$ cat src/rtl/ngx_http_parse_time_pkg.sv
// Shared types, template constants and lookup tables for the RFC 1123 date scanner.
// Lookups are small case-based functions so they synthesise to plain decode logic.
package ngx_http_parse_time_pkg;

    typedef enum logic [2:0] {
        ST_PARSE,
        ST_DRAIN,
        ST_CALC0,
        ST_CALC1,
        ST_OUT
    } state_t;

    typedef enum logic [1:0] {
        CLS_ALPHA,
        CLS_DIGIT,
        CLS_MONTH,
        CLS_LIT
    } tmpl_cls_t;

    localparam logic [4:0] POS_COMMA   = 5'd3;
    localparam logic [4:0] POS_COLON_H = 5'd19;
    localparam logic [4:0] POS_COLON_M = 5'd22;
    localparam logic [4:0] POS_G       = 5'd26;
    localparam logic [4:0] POS_M       = 5'd27;
    localparam logic [4:0] POS_LAST    = 5'd28;

    localparam logic [7:0] CH_COMMA = 8'h2C;
    localparam logic [7:0] CH_SPACE = 8'h20;
    localparam logic [7:0] CH_COLON = 8'h3A;
    localparam logic [7:0] CH_G     = 8'h47;
    localparam logic [7:0] CH_M     = 8'h4D;
    localparam logic [7:0] CH_T     = 8'h54;

    localparam logic [13:0] YEAR_MIN   = 14'd1970;
    localparam logic [13:0] YEAR_MAX   = 14'd7000;
    localparam logic [22:0] EPOCH_OFS  = 23'd719499;
    localparam logic [12:0] DIV100_MUL = 13'd5243;

    function automatic tmpl_cls_t tmpl_class(input logic [4:0] pos);
        case (pos)
            5'd0, 5'd1, 5'd2:                       return CLS_ALPHA;
            5'd5, 5'd6, 5'd12, 5'd13, 5'd14, 5'd15,
            5'd17, 5'd18, 5'd20, 5'd21, 5'd23, 5'd24: return CLS_DIGIT;
            5'd8, 5'd9, 5'd10:                      return CLS_MONTH;
            default:                                return CLS_LIT;
        endcase
    endfunction

    function automatic logic [7:0] tmpl_char(input logic [4:0] pos);
        case (pos)
            POS_COMMA:                return CH_COMMA;
            POS_COLON_H, POS_COLON_M: return CH_COLON;
            POS_G:                    return CH_G;
            POS_M:                    return CH_M;
            POS_LAST:                 return CH_T;
            default:                  return CH_SPACE;
        endcase
    endfunction

    function automatic logic is_alpha(input logic [7:0] b);
        return ((b >= 8'h41) && (b <= 8'h5A)) || ((b >= 8'h61) && (b <= 8'h7A));
    endfunction

    function automatic logic is_digit(input logic [7:0] b);
        return (b >= 8'h30) && (b <= 8'h39);
    endfunction

    // Case-sensitive month name to 1..12; 0 means no match.
    function automatic logic [3:0] month_lookup(input logic [23:0] name);
        case (name)
            24'h4A616E: return 4'd1;   // Jan
            24'h466562: return 4'd2;   // Feb
            24'h4D6172: return 4'd3;   // Mar
            24'h417072: return 4'd4;   // Apr
            24'h4D6179: return 4'd5;   // May
            24'h4A756E: return 4'd6;   // Jun
            24'h4A756C: return 4'd7;   // Jul
            24'h417567: return 4'd8;   // Aug
            24'h536570: return 4'd9;   // Sep
            24'h4F6374: return 4'd10;  // Oct
            24'h4E6F76: return 4'd11;  // Nov
            24'h446563: return 4'd12;  // Dec
            default:    return 4'd0;
        endcase
    endfunction

    function automatic logic [4:0] month_len(input logic [3:0] m, input logic leap);
        case (m)
            4'd2:                      return leap ? 5'd29 : 5'd28;
            4'd4, 4'd6, 4'd9, 4'd11:   return 5'd30;
            default:                   return 5'd31;
        endcase
    endfunction

    // floor(367*m'/12) for the March-based month index m' = 1..12.
    function automatic logic [8:0] lut367(input logic [3:0] mp);
        case (mp)
            4'd1:    return 9'd30;
            4'd2:    return 9'd61;
            4'd3:    return 9'd91;
            4'd4:    return 9'd122;
            4'd5:    return 9'd152;
            4'd6:    return 9'd183;
            4'd7:    return 9'd214;
            4'd8:    return 9'd244;
            4'd9:    return 9'd275;
            4'd10:   return 9'd305;
            4'd11:   return 9'd336;
            4'd12:   return 9'd367;
            default: return 9'd0;
        endcase
    endfunction

    function automatic logic [6:0] dec_acc7(input logic [6:0] f, input logic [3:0] d);
        return (f * 7'd10) + {3'd0, d};
    endfunction

    function automatic logic [13:0] dec_acc14(input logic [13:0] f, input logic [3:0] d);
        return (f * 14'd10) + {10'd0, d};
    endfunction

endpackage

$ cat src/rtl/ngx_http_parse_time_days_calc.sv
// Two-stage day-count pipeline: stage 0 registers the March-based fixup, divides and
// date validity; stage 1 is the combinational sum consumed by the top's output register.
module ngx_http_parse_time_days_calc
    import ngx_http_parse_time_pkg::*;
(
    input  logic        clk,
    input  logic        rst_n,
    input  logic        en,
    input  logic [13:0] year,
    input  logic [3:0]  month,
    input  logic [6:0]  day,
    output logic [20:0] days,
    output logic        bad
);

    logic [3:0]  mp_c;
    logic [13:0] yp_c;
    logic [7:0]  yp_div100;
    logic [7:0]  yr_div100;
    logic [13:0] yr_hund;
    logic        leap;
    logic        bad_c;

    logic [13:0] yp_q;
    logic [8:0]  lut_q;
    logic [6:0]  day_q;
    logic [7:0]  div100_q;
    logic        bad_q;

    always_comb begin
        mp_c = month - 4'd2;
        yp_c = year;
        if (month <= 4'd2) begin
            mp_c = month + 4'd10;
            yp_c = year - 14'd1;
        end
    end

    // Reciprocal multiply is exact for every year below the 7000 ceiling.
    assign yp_div100 = 8'(({13'd0, yp_c} * {14'd0, DIV100_MUL}) >> 19);
    assign yr_div100 = 8'(({13'd0, year} * {14'd0, DIV100_MUL}) >> 19);
    assign yr_hund   = {6'd0, yr_div100} * 14'd100;

    assign leap  = (year[1:0] == 2'b00) && ((yr_hund != year) || (yr_div100[1:0] == 2'b00));
    assign bad_c = (day == 7'd0) || (day > {2'd0, month_len(month, leap)}) ||
                   (year < YEAR_MIN) || (year > YEAR_MAX);

    always_ff @(posedge clk or negedge rst_n) begin
        if (!rst_n) begin
            yp_q     <= '0;
            lut_q    <= '0;
            day_q    <= '0;
            div100_q <= '0;
            bad_q    <= 1'b0;
        end else if (en) begin
            yp_q     <= yp_c;
            lut_q    <= lut367(mp_c);
            day_q    <= day;
            div100_q <= yp_div100;
            bad_q    <= bad_c;
        end
    end

    // Wraps harmlessly for out-of-range years; the caller zeroes the result on bad.
    assign days = 21'(({9'd0, yp_q} * 23'd365) + {11'd0, yp_q[13:2]} - {15'd0, div100_q}
                      + {17'd0, div100_q[7:2]} + {14'd0, lut_q} + {16'd0, day_q} - EPOCH_OFS);
    assign bad  = bad_q;

endmodule

$ cat src/rtl/ngx_http_parse_time_rfc1123_scan.sv
// Byte-serial RFC 1123 date scanner: template check, field accumulation, result register.
// States: PARSE scan | DRAIN discard to in_last | CALC0/CALC1 day pipeline | OUT hold result.
module ngx_http_parse_time_rfc1123_scan
    import ngx_http_parse_time_pkg::*;
(
    input  logic        ap_clk,
    input  logic        ap_rst_n,
    input  logic [7:0]  in_data,
    input  logic        in_valid,
    input  logic        in_last,
    output logic        in_ready,
    output logic [20:0] out_days,
    output logic [16:0] out_secs,
    output logic        out_err,
    output logic        out_valid,
    input  logic        out_ready
);

    state_t      state, state_nxt;
    logic [4:0]  pos;
    logic [6:0]  day, hour, minute, second;
    logic [13:0] year;
    logic [3:0]  month;
    logic [15:0] mon_acc;

    logic [3:0]  digit;
    logic [3:0]  mon_idx;
    logic        byte_bad;
    logic        last_bad;
    logic        tok_bad;
    logic        hms_bad;
    logic        res_bad;
    logic [16:0] secs_c;
    logic [20:0] calc_days;
    logic        calc_bad;

    assign digit    = in_data[3:0];
    assign mon_idx  = month_lookup({mon_acc, in_data});
    assign last_bad = in_last != (pos == POS_LAST);
    assign tok_bad  = byte_bad || last_bad;

    always_comb begin
        byte_bad = 1'b0;
        case (tmpl_class(pos))
            CLS_ALPHA: byte_bad = !is_alpha(in_data);
            CLS_DIGIT: byte_bad = !is_digit(in_data);
            CLS_MONTH: byte_bad = (pos == 5'd10) && (mon_idx == 4'd0);
            default:   byte_bad = in_data != tmpl_char(pos);
        endcase
    end

    assign hms_bad = (hour > 7'd23) || (minute > 7'd59) || (second > 7'd59);
    assign res_bad = hms_bad || calc_bad;
    assign secs_c  = ({10'd0, hour} * 17'd3600) + ({10'd0, minute} * 17'd60) + {10'd0, second};

    ngx_http_parse_time_days_calc u_days_calc (
        .clk   (ap_clk),
        .rst_n (ap_rst_n),
        .en    (state == ST_CALC0),
        .year  (year),
        .month (month),
        .day   (day),
        .days  (calc_days),
        .bad   (calc_bad)
    );

    always_ff @(posedge ap_clk or negedge ap_rst_n) begin
        if (!ap_rst_n) state <= ST_PARSE;
        else           state <= state_nxt;
    end

    always_comb begin
        state_nxt = state;
        in_ready  = 1'b0;
        out_valid = 1'b0;
        case (state)
            ST_PARSE: begin
                in_ready = 1'b1;
                if (in_valid) begin
                    if (tok_bad)              state_nxt = in_last ? ST_OUT : ST_DRAIN;
                    else if (pos == POS_LAST) state_nxt = ST_CALC0;
                end
            end
            ST_DRAIN: begin
                in_ready = 1'b1;
                if (in_valid && in_last) state_nxt = ST_OUT;
            end
            ST_CALC0: state_nxt = ST_CALC1;
            ST_CALC1: state_nxt = ST_OUT;
            ST_OUT: begin
                out_valid = 1'b1;
                if (out_ready) state_nxt = ST_PARSE;
            end
            default: state_nxt = ST_PARSE;
        endcase
    end

    always_ff @(posedge ap_clk or negedge ap_rst_n) begin
        if (!ap_rst_n) begin
            pos      <= '0;
            day      <= '0;
            hour     <= '0;
            minute   <= '0;
            second   <= '0;
            year     <= '0;
            month    <= '0;
            mon_acc  <= '0;
            out_days <= '0;
            out_secs <= '0;
            out_err  <= 1'b0;
        end else begin
            case (state)
                ST_PARSE: begin
                    if (in_valid) begin
                        if (pos != POS_LAST) pos <= pos + 5'd1;
                        case (pos)
                            5'd5:                  day     <= {3'd0, digit};
                            5'd6:                  day     <= dec_acc7(day, digit);
                            5'd8:                  mon_acc[15:8] <= in_data;
                            5'd9:                  mon_acc[7:0]  <= in_data;
                            5'd10:                 month   <= mon_idx;
                            5'd12:                 year    <= {10'd0, digit};
                            5'd13, 5'd14, 5'd15:   year    <= dec_acc14(year, digit);
                            5'd17:                 hour    <= {3'd0, digit};
                            5'd18:                 hour    <= dec_acc7(hour, digit);
                            5'd20:                 minute  <= {3'd0, digit};
                            5'd21:                 minute  <= dec_acc7(minute, digit);
                            5'd23:                 second  <= {3'd0, digit};
                            5'd24:                 second  <= dec_acc7(second, digit);
                            default: ;
                        endcase
                        if (tok_bad && in_last) begin
                            out_err  <= 1'b1;
                            out_days <= '0;
                            out_secs <= '0;
                        end
                    end
                end
                ST_DRAIN: begin
                    if (in_valid && in_last) begin
                        out_err  <= 1'b1;
                        out_days <= '0;
                        out_secs <= '0;
                    end
                end
                ST_CALC1: begin
                    out_err  <= res_bad;
                    out_days <= res_bad ? 21'd0 : calc_days;
                    out_secs <= res_bad ? 17'd0 : secs_c;
                end
                ST_OUT: begin
                    if (out_ready) begin
                        pos     <= '0;
                        out_err <= 1'b0;
                    end
                end
                default: ;
            endcase
        end
    end

endmodule

$ cat config.mk
export PLATFORM = sky130hd
export DESIGN_NAME = ngx_http_parse_time_rfc1123_scan
export DESIGN_NICKNAME = d
export VERILOG_FILES = /design/src/rtl/ngx_http_parse_time_pkg.sv /design/src/rtl/ngx_http_parse_time_days_calc.sv /design/src/rtl/ngx_http_parse_time_rfc1123_scan.sv
export SDC_FILE = /design/constraint.sdc
export NUM_CORES = 1
export LEC_CHECK = 0
export ABC_AREA = 1
export CORE_ASPECT_RATIO = 0.6
export CORE_MARGIN = 1.5
export CORE_UTILIZATION = 39
export CTS_CLUSTER_SIZE = 25
export DETAILED_ROUTE_END_ITERATION = 10
export DONT_BUFFER_PORTS = 1
export PLACE_DENSITY_LB_ADDON = 0.1
export RECOVER_POWER = 50
export SLEW_MARGIN = 20
export SYNTH_ARGS = -nofsm -noshare
export SYNTH_HDL_FRONTEND = slang
export SYNTH_HIERARCHICAL = 1
export SYNTH_SLANG_ARGS = --single-unit
$ cat constraint.sdc
create_clock -name ap_clk -period 14.65 [get_ports ap_clk]
set_input_delay 4.395 -clock ap_clk [delete_from_list [all_inputs] [get_ports ap_clk]]
set_output_delay 4.395 -clock ap_clk [all_outputs]
set_load 0.02 [all_outputs]
After elaboration in Yosys (flattened, before gate mapping):

Memories as Yosys holds them, arrays and structs flattened. A register that Yosys moved wholly into a read port is not among the register bits.
Index checks and enable logic that the tools add are counted.
W data, S select, Z words.

* add/sub/neg operators: 17
* multipliers: 11
* $lt $le $gt $ge: 13
* equal/unequal tests: 54
* muxes and demuxes: 41
* reductions and logical operators: 50

Operator list (count)
* $eq A24 B23 Y1 const B: 12
* $mux W21: 4
* $mux W17: 4
* $pmux W21 S3: 1
* $pmux W7 S2: 4
* $eq A5 B5 Y1 const B: 11
* $mul A14 B13 Y27 const B: 2
* $pmux W17 S3: 1
* $pmux W4 S12: 1
* $eq A5 B4 Y1 const B: 7
* $pmux W7 S5: 1
* $add A7 B4 Y7: 4
* $mul A7 B3 Y6 const B: 4
* $pmux W14 S2: 1
* $reduce_and A3 Y1: 8
* $add A21 B12 Y21: 1
* $add A21 B6 Y21: 1
* $add A21 B7 Y21: 1
* $add A21 B9 Y21: 1
* $mul A14 B9 Y21 const B: 1
* $sub A21 B20 Y21 const B: 1
* $sub A21 B8 Y21: 1
* $pmux W5 S2: 2
* $mux W3: 6
* 60 further kinds: 106

* flip-flop bits (word level): 139
* ROM bits: 208
* memories kept: 2

Memories
* (no name shown): depth 16, width 9, read ports 1, clocked after Yosys merged registers in 1, write ports 0, RTL line ngx_http_parse_time_pkg.sv:97 `case (mp)`
* (no name shown): depth 32, width 2, read ports 1, clocked after Yosys merged registers in 0, write ports 0, RTL line ngx_http_parse_time_pkg.sv:40 `case (pos)`

Longest topological paths before layout:

Gate-level depths: netlist of the first run.

* word-level depth: 11
* mapped depth: 50
* depth with buffers taken out: 50

Modules after synthesis:

Netlist of the first run, hierarchy kept.

By module, submodules not included
* ngx_http_parse_time_days_calc: times used 1, cells an instance 1674, area an instance 14660.3 um^2, seq. area each 975.9 um^2
* ngx_http_parse_time_rfc1123_scan: times used 1, cells an instance 1209, area an instance 9216.3 um^2, seq. area each 2727.6 um^2

Worst setup path before layout of the first run:

Ideal clock, no wire load.

* kind: flip-flop to flip-flop
* from: register year[4]
* to: register u_days_calc.bad_q (netlist: u_days_calc/bad)
* library setup time: 64 ps
* arrival: 7526 ps
* required time: 14586 ps
* slack: 7060 ps
* cell stages (with the launch flop): 48
* clock period less this slack: 7590 ps
* path through: dfrtp_1 -> inv_1 -> fa_1 -> inv_1 -> ha_1 -> fa_1 -> inv_1 -> fa_1 -> fa_1 -> inv_1 -> ha_1 -> nand2_1 -> nor2_1 -> o21ai_0 -> nand2_1 -> nand2_1 -> nand3_1 -> inv_1 -> [... 12 more ...] -> nand2_1 -> nand2_1 -> nand2_1 -> nand2_1 -> inv_1 -> nand3_1 -> nor2_1 -> nand2_1 -> nor2_1 -> nand4_1 -> nand2_1 -> a21oi_1 -> ha_1 -> a21oi_1 -> o2111ai_1 -> nand4_1 -> o22ai_1 -> inv_1

* word-level cells in the longest chain between the ends: 11
* elaborated cells on any way between the ends: 14
* those cells by class: 2 x mul; 3 x order compare; 1 x eq/ne; 2 x mux; 6 x reduce/logical

Ends and longest elaborated chain
* start: declaration: RTL line ngx_http_parse_time_rfc1123_scan.sv:22 `logic [13:0] year;`
* start signal: assignment: RTL line ngx_http_parse_time_rfc1123_scan.sv:122 `5'd12: year <= {10'd0, digit};`
* start signal: assignment: RTL line ngx_http_parse_time_rfc1123_scan.sv:123 `5'd13, 5'd14, 5'd15: year <= dec_acc14(year, digit);`
* $mul A14 B13 Y27: RTL line ngx_http_parse_time_days_calc.sv:41 `assign yr_div100 = 8'(({13'd0, year} * {14'd0, DIV100_MUL}) >> 19);`
* $mul A8 B5 Y12: RTL line ngx_http_parse_time_days_calc.sv:42 `assign yr_hund = {6'd0, yr_div100} * 14'd100;`
* $ne A14 B14 Y1: RTL line ngx_http_parse_time_days_calc.sv:44 `assign leap = (year[1:0] == 2'b00) && ((yr_hund != year) || (yr_div100[1:0] == 2'b00));`
* $logic_or A1 B1 Y1: RTL line ngx_http_parse_time_days_calc.sv:44
* $logic_and A1 B1 Y1: RTL line ngx_http_parse_time_days_calc.sv:44
* $mux W1: RTL line ngx_http_parse_time_pkg.sv:89 `4'd2: return leap ? 5'd29 : 5'd28;`
* $pmux W5 S2: RTL line ngx_http_parse_time_pkg.sv:88 `case (m)`
* $gt A7 B5 Y1: RTL line ngx_http_parse_time_days_calc.sv:45 `assign bad_c = (day == 7'd0) || (day > {2'd0, month_len(month, leap)}) ||`
* $logic_or A1 B1 Y1 (2 in a row): RTL line ngx_http_parse_time_days_calc.sv:45
* $logic_or A1 B1 Y1 *: RTL line ngx_http_parse_time_days_calc.sv:46 `(year < YEAR_MIN) || (year > YEAR_MAX);`
* end signal: assignment: RTL line ngx_http_parse_time_days_calc.sv:54 `bad_q <= 1'b0;`
* end signal: assignment: RTL line ngx_http_parse_time_days_calc.sv:60 `bad_q <= bad_c;`
* end: declaration: RTL line ngx_http_parse_time_days_calc.sv:28 `logic bad_q;`

Every way passes the cells marked *; elsewhere a longest branch is shown, timed or not.
A chain may end at the register's enable or synchronous reset.

Worst setup path in the final report of the first run:

* from: register month[0]
* to: register u_days_calc.div100_q[7]

* word-level cells in the longest chain between the ends: 3

Ends and longest elaborated chain
* start: declaration: RTL line ngx_http_parse_time_rfc1123_scan.sv:23 `logic [3:0] month;`
* start signal: assignment: RTL line ngx_http_parse_time_rfc1123_scan.sv:121 `5'd10: month <= mon_idx;`
* $le A4 B2 Y1: RTL line ngx_http_parse_time_days_calc.sv:33 `if (month <= 4'd2) begin`
* $mux W14: RTL line ngx_http_parse_time_days_calc.sv:33
* via u_days_calc.yp_c[13]: RTL line ngx_http_parse_time_days_calc.sv:17 `logic [13:0] yp_c;`
* $mul A14 B13 Y27: RTL line ngx_http_parse_time_days_calc.sv:40 `assign yp_div100 = 8'(({13'd0, yp_c} * {14'd0, DIV100_MUL}) >> 19);`
* end signal: assignment: RTL line ngx_http_parse_time_days_calc.sv:59 `div100_q <= yp_div100;`
* end: declaration: RTL line ngx_http_parse_time_days_calc.sv:27 `logic [7:0] div100_q;`

The timed path passes the listed nets, and every way through them passes these cells.

==> out/summary.txt, run 1 <==
Slew Viols, Final: 47
Outcome: finished, violations left
GRT Residual Overflow: 0
Largest family of logic cells by synthesized area: adder cells
Final HPWL DP: 52.7 mm
Routed Antenna Nets: 0
Critical R2R Launch: month[0]
Tmin final: 9.25 ns
Cell taking the most area after synthesis: ha_1
Fillers: 6123
Register area share after synthesis: 15.5%
Failing checks: capacitance limit, slew limit
Post-CTS setup buffer count: 0
Worst path arrival time: 9.49 ns
Slowest stage cell, crit path: a21oi_1
Most frequent cells after synthesis: inv_1 (628), nand2_1 (529), ha_1 (474)
CTS clock-pin slew for the worst setup and hold paths: 0.06 ns
Clk_lat worst skew: 0.46 ns
Syn nets: 3622
Die area: 62800 µm²
Worst Skew: 0.0168 ns
Iteration count of the initial detailed-routing pass: 5
Maximum clock frequency: 108 MHz
DR iter-0 viols: 1049
R2r endpoint: u_days_calc/div100_q[7]
Final layout net count: 3619
Deepest clock path buffer count: 2
Synth area leaders: ha_1 (25%), fa_1 (21%), dfrtp_1 (16%)
CP max stage delay: 0.99 ns
RSZ-0062 raised after global routing: false
IO Pins: 54
Placed cell areas: 24800 µm²
Met2 Use GR: 26.5%
Post-synthesis simple-gate area fraction: 15.9%
First-pass GRT wire length: 101 mm
Final-report hold violation count: 0
Drt total wl: 61.7 mm
Main flop type after synthesis: dfrtp_1
Least-Margin Pin Slew: 2.03 ns
Starting density of the core: 39.3%
Busiest layer in global routing: met1
Share of layout cells above drive strength 1: 2.97%
Synth Register Bits: 148
Core Area: 60700 µm²
Hold_sp: mon_acc[14]
Top-count cell post-synth: inv_1
CP max FO: 9
Number of cells on the critical path: 27
Via-to-Cell Ratio: 4.91
Number of clock sinks: 148
Hold endpoint: mon_acc[14]
# Max-Cap Violations: 1
Met3 usage: 5.73%
Most frequent CP cell: fa_1
Routed vias: 18280
IO buf count: 0
Final setup viols: 0
Die width: 322 µm
Hold Crit Class: reg -> reg
Area of the multi-input gates: 17600 µm²
Reg area: 3700 µm²
Number of synthesized flops with an enable pin: 0
Row cnt: 70
DIE HEIGHT: 195 µm
CP startpoint kind: flop
H-tree depth: 4
Mapped Area: 23900 µm²
Final period utilization: 63.2%
Yosys top cell area share: 24.8%
Mux cell area share after synthesis: 0.0891%
Number of antenna violations at the first check in global routing: 3
Netlist cell types: 59
Vias in the first global route: 18338
Wire length per cell: 16.6 µm
Residual DRC: 0
Synth Area in XOR/XNOR: 3.74%
Cts bufs inserted: 17
Hold Path Depth: 2
Total GRT Usage: 20.6%
CTS tree: done
Setup Crit Path Kind: reg -> reg
Reg2Reg Setup Slack: 5.40 ns
CP bufs+invs: 4
Critical path endpoint category: flop
Ys async rst share: 100%
Root Buffer: clkbuf_16
Compound-Gate Fraction of Synth Area: 8.15%
Final setup TNS: 0 ns
Final instance area: 25400 µm²
Routing usage on met1: 33.7%
Avg Cell Area, Syn: 8.28 µm²
CTS-repair resized insts: 0
Max-slew headroom: -35.0%
Synth warn: 6
CTS Hold Buffers Added: 0
Area share of fa/ha/maj cells after synthesis: 46.0%
Area growth from synthesis to layout: 6.45%
Worst path required time: 14.89 ns
Final Wtd Congestion: 0.894
Largest net degree at the start of global routing: 149
Top Family by Delay on Critical Path: adder cells
Worst Reg-to-Reg Cells: 27
Post-synthesis cell count: 2883
-- placed cells by master, fill, tap and decap left out, types with 8 or more instances in the layout --
cell / synthesis / final
xnor2_1: 53 / 53
a21oi_1: 113 / 114
nand3_1: 115 / 115
o21bai_1: 8 / 8
nor2_1: 156 / 157
xor2_1: 47 / 47
dfrtp_1: 148 / 148
o21ai_0: 134 / 134
fa_1: 252 / 252
a21o_1: 10 / 10
clkbuf_16: 0 / 17
o211ai_1: 13 / 13
inv_1: 628 / 628
ha_1: 474 / 474
nand3b_1: 8 / 8
nand2_1: 529 / 529
a31oi_1: 10 / 10
or2_2: 17 / 17
nand4_1: 33 / 33
inv_2: 9 / 9
nor3_1: 13 / 12
-- worst max-delay path by stage --
| stage | start | end | slack [ns] |
|---|---|---|---|
| 6_report | month[0] | u_days_calc/div100_q[7] | 5.40 |
| 5_1_grt | month[0] | u_days_calc/div100_q[7] | 4.83 |
| 4_1_cts | year[4] | u_days_calc/bad | 5.82 |
| 3_5_place_dp | year[4] | u_days_calc/bad | 5.84 |
| 3_3_place_gp | year[4] | u_days_calc/bad | 6.08 |
| 2_1_floorplan | year[4] | u_days_calc/bad | 7.06 |
-- logic make-up after synthesis --
| group | Yosys count |
|---|---|
| AO/OA/AOI/OAI | 341 |
| XOR/XNOR | 101 |
| adder cells (fa/ha/maj) | 726 |
| buffers and inverters | 667 |
| flip-flops | 148 |
| multiplexers | 2 |
| AND/OR/NAND/NOR | 898 |
-- cell type report --
type	instances	share of cell area, %
well taps	828	4.08
diodes	1	0.00985
clock buffers	21	1.85
inverters	639	9.44
flip-flops and latches	148	14.6
multi-input cells	2068	69.3
repair buffers	6	0.162
clock inverters	11	0.586
-- worst reg2reg max path: cells and delay by family, from the launching register on --
kind	cells	cell delay, ns
adder cells (fa/ha/maj)	7	3.11
AND/OR/NAND/NOR	10	1.94
AO/OA/AOI/OAI	5	1.64
buffers and inverters	4	1.42
flip-flops	1	0.49
XOR/XNOR	1	0.46
-- registers in the layout (all words and copies together), names as in the netlist, 8 cells and up --
name                  count
u_days_calc/lut_q         9
out_days                 21
u_days_calc/div100_q      8
out_secs                 17
year                     14
mon_acc                  16
u_days_calc/yp_q         14
-- through the flow --
| stage | setup WS (ns) | utilization (%) | hold slack (ns) | std cells |
|---|---|---|---|---|
| 5_1_grt | 4.83 | 41.9 | 0.520 | 3721 |
| 3_5_place_dp | 5.84 | 40.9 | 0.474 | 3689 |
| 4_1_cts | 5.82 | 42.0 | 0.491 | 3721 |
| 6_report | 5.40 | 41.9 | 0.485 | 3722 |
| 2_1_floorplan | 7.06 | - | 0.446 | 2883 |
| 3_3_place_gp | 6.08 | 40.9 | 0.473 | 3689 |
-- routing by layer --
| layer | routed length (µm) | up-vias | share of wire [%] |
|---|---|---|---|
| met4 | 387 | 0 | 0.63 |
| met5 | 0 | - | 0 |
| li1 | - | 9114 | - |
| met2 | 22700 | 322 | 37 |
| met1 | 34400 | 8820 | 56 |
| met3 | 4270 | 24 | 6.9 |
Power of run 1 is not shown: default switching activity piles up to over one toggle a cycle in this logic, so the estimate is an artifact.
==> run 2, diff against run 1 <==
==> constraint.sdc (replaced) <==
create_clock -name ap_clk -period 7.5 [get_ports ap_clk]
set_input_delay 2.25 -clock ap_clk [delete_from_list [all_inputs] [get_ports ap_clk]]
set_output_delay 2.25 -clock ap_clk [all_outputs]
set_load 0.02 [all_outputs]
==> out/summary.txt, run 2 (synthesis results as in run 1) <==
Wire length per cell: 16.5 µm (was 16.6 µm)
Die area: 62800 µm² (unchanged)
# Max-Cap Violations: 0 (was 1)
Slew Viols, Final: 0 (was 47)
N_diodes: 0 (was 1)
Worst path required time: 7.90 ns (was 14.89 ns)
Cts bufs inserted: 17 (unchanged)
Iteration count of the initial detailed-routing pass: 6 (was 5)
Final setup viols: 1 (was 0)
Number of clock sinks: 148 (unchanged)
Outcome: finished, violations left (unchanged)
Reg area: 3710 µm² (was 3700 µm²)
Critical path endpoint category: flop (unchanged)
DIE HEIGHT: 195 µm (unchanged)
Least-Margin Pin Slew: 1.12 ns (was 2.03 ns)
Final Wtd Congestion: 0.900 (was 0.894)
Critical R2R Launch: year[9] (was month[0])
Tmin final: 7.80 ns (was 9.25 ns)
Placed cell areas: 25700 µm² (was 24800 µm²)
R2r endpoint: u_days_calc/bad (was u_days_calc/div100_q[7])
Area of the multi-input gates: 17900 µm² (was 17600 µm²)
Share of layout cells above drive strength 1: 8.94% (was 2.97%)
Setup Crit Path Kind: reg -> reg (unchanged)
Number of antenna violations at the first check in global routing: 0 (was 3)
RSZ-0062 raised after global routing: true (was false)
Final period utilization: 104% (was 63.2%)
Util after Layout: 44.0% (was 41.9%)
Deepest clock path buffer count: 2 (unchanged)
Clk_lat worst skew: 0.46 ns (about the same)
Final HPWL DP: 53.9 mm (was 52.7 mm)
Commonest non-fill, non-tap cells in the layout: inv_1 (620), nand2_1 (520), ha_1 (459) (was inv_1 (628), nand2_1 (529), ha_1 (474))
Routed Antenna Nets: 0 (unchanged)
Area growth from synthesis to layout: 11.8% (was 6.45%)
Setup crit start: year[9] (was month[0])
Final-report hold violation count: 0 (unchanged)
Largest net degree at the start of global routing: 149 (unchanged)
Final setup TNS: -0.296 ns (was 0 ns)
CP max stage delay: 0.52 ns (was 0.99 ns)
Failing checks: setup timing (was capacitance limit, slew limit)
Largest regs: out_days x21, out_secs x17, mon_acc x16 (unchanged)
CTS Hold Buffers Added: 0 (unchanged)
Root Buffer: clkbuf_16 (unchanged)
Via-to-Cell Ratio: 4.90 (was 4.91)
Worst path arrival time: 8.19 ns (was 9.49 ns)
Setup WS post-layout: -0.296 ns (was 5.40 ns)
Core Area: 60700 µm² (unchanged)
IO buf count: 0 (unchanged)
Final layout net count: 3745 (was 3619)
CP max FO: 6 (was 9)
H-tree depth: 4 (unchanged)
Worst Skew: 0.0121 ns (was 0.0168 ns)
Starting density of the core: 39.3% (unchanged)
DR iter-0 viols: 1098 (was 1049)
CTS clock-pin slew for the worst setup and hold paths: 0.07 ns (was 0.06 ns)
Max-slew headroom: 24.7% (was -35.0%)
Residual DRC: 0 (unchanged)
Row cnt: 70 (unchanged)
Vias in the first global route: 18957 (was 18338)
GRT Residual Overflow: 0 (unchanged)
Final instance area: 26700 µm² (was 25400 µm²)
Pre-CTS setup slack: -0.795 ns (was 5.84 ns)
Hold_sp: mon_acc[14] (unchanged)
Max FFs per register: 21 (unchanged)
Reg2Reg Setup Slack: -0.30 ns (was 5.40 ns)
Commonest non-fill, non-tap cell in the layout: inv_1 (unchanged)
Most flop-heavy register: out_days (unchanged)
Fillers: 6186 (was 6123)
Hold endpoint: mon_acc[14] (unchanged)
Routed vias: 18841 (was 18280)
Worst Reg-to-Reg Cells: 47 (was 27)
Drt total wl: 63.5 mm (was 61.7 mm)
Hold Crit Class: reg -> reg (unchanged)
Hold Path Depth: 2 (unchanged)
CP startpoint kind: flop (unchanged)
Total GRT Usage: 21.0% (was 20.6%)
CTS tree: done (unchanged)
Slowest stage cell, crit path: fa_1 (was a21oi_1)
Die width: 322 µm (unchanged)
IO Pins: 54 (unchanged)
First-pass GRT wire length: 104 mm (was 101 mm)
Maximum clock frequency: 128 MHz (was 108 MHz)
run 2: cell count changes in the layout (fill, tap and decap cells not counted), moves of 4 or more:
cell | previous run | this run
nand3_1 | 115 | 111
buf_4 | 5 | 126
inv_2 | 9 | 16
nand2_1 | 529 | 520
a21oi_1 | 114 | 107
nand2_2 | 4 | 11
clkinv_4 | 1 | 6
ha_1 | 474 | 459
ha_4 | 0 | 14
o21ai_0 | 134 | 130
dfrtp_2 | 0 | 8
a21oi_2 | 0 | 6
inv_1 | 628 | 620
dfrtp_1 | 148 | 140
run 2: area by class of cell:
class                           count  share of cell area (%)
Sequential cell                   148                    13.9
Timing Repair Buffer              132                    3.72
Multi-Input combinational cell   2068                    67.2
Clock inverter                     14                   0.670
Inverter                          639                    8.99
Tap cell                          828                    3.88
Clock buffer                       18                    1.64
run 2: critical path, delay by kind of cell, from the launching register on:
family	cells	cell delay [ns]
buffers and inverters	11	0.74
flip-flops	1	0.49
adder cells (fa/ha/maj)	11	4.04
XOR/XNOR	1	0.19
AND/OR/NAND/NOR	19	1.76
AO/OA/AOI/OAI	5	0.52
run 2: worst max-delay path by stage:
stage                      endpoint  slack [ns]  depth (start not counted)
global route        u_days_calc/bad       -0.75                         46
global placement    u_days_calc/bad       -0.65                         46
detailed placement  u_days_calc/bad       -0.80                         46
CTS                 u_days_calc/bad       -0.27                         42
floorplan           u_days_calc/bad        0.02                         46
finish              u_days_calc/bad       -0.30                         47
run 2: metal layers:
| metal | share of wire [%] | vias up | GRT usage (%) |
|---|---|---|---|
| met4 | 0.55 | 0 | 2.67 |
| met2 | 38 | 313 | 28.1 |
| met5 | 0 | - | 0 |
| met3 | 4.9 | 30 | 3.83 |
| met1 | 57 | 9138 | 34.8 |
| li1 | - | 9360 | - |
run 2: timing repair:
action / in CTS / in global routing
pin swaps: 32 / 20
setup buffers: 8 / 6
endpoints found under the hold margin: 0 / 0
cloned: 0 / 0
setup endpoints to repair: 1 / 1
resized for setup: 46 / 19
run 2: metrics by stage:
stage,hold WS [ns],std cells
floorplan,0.446,2883
global placement,0.472,3801
detailed placement,0.475,3801
CTS,0.491,3841
global route,0.517,3847
finish,0.490,3847
Power of run 2 is left out for the same reason.
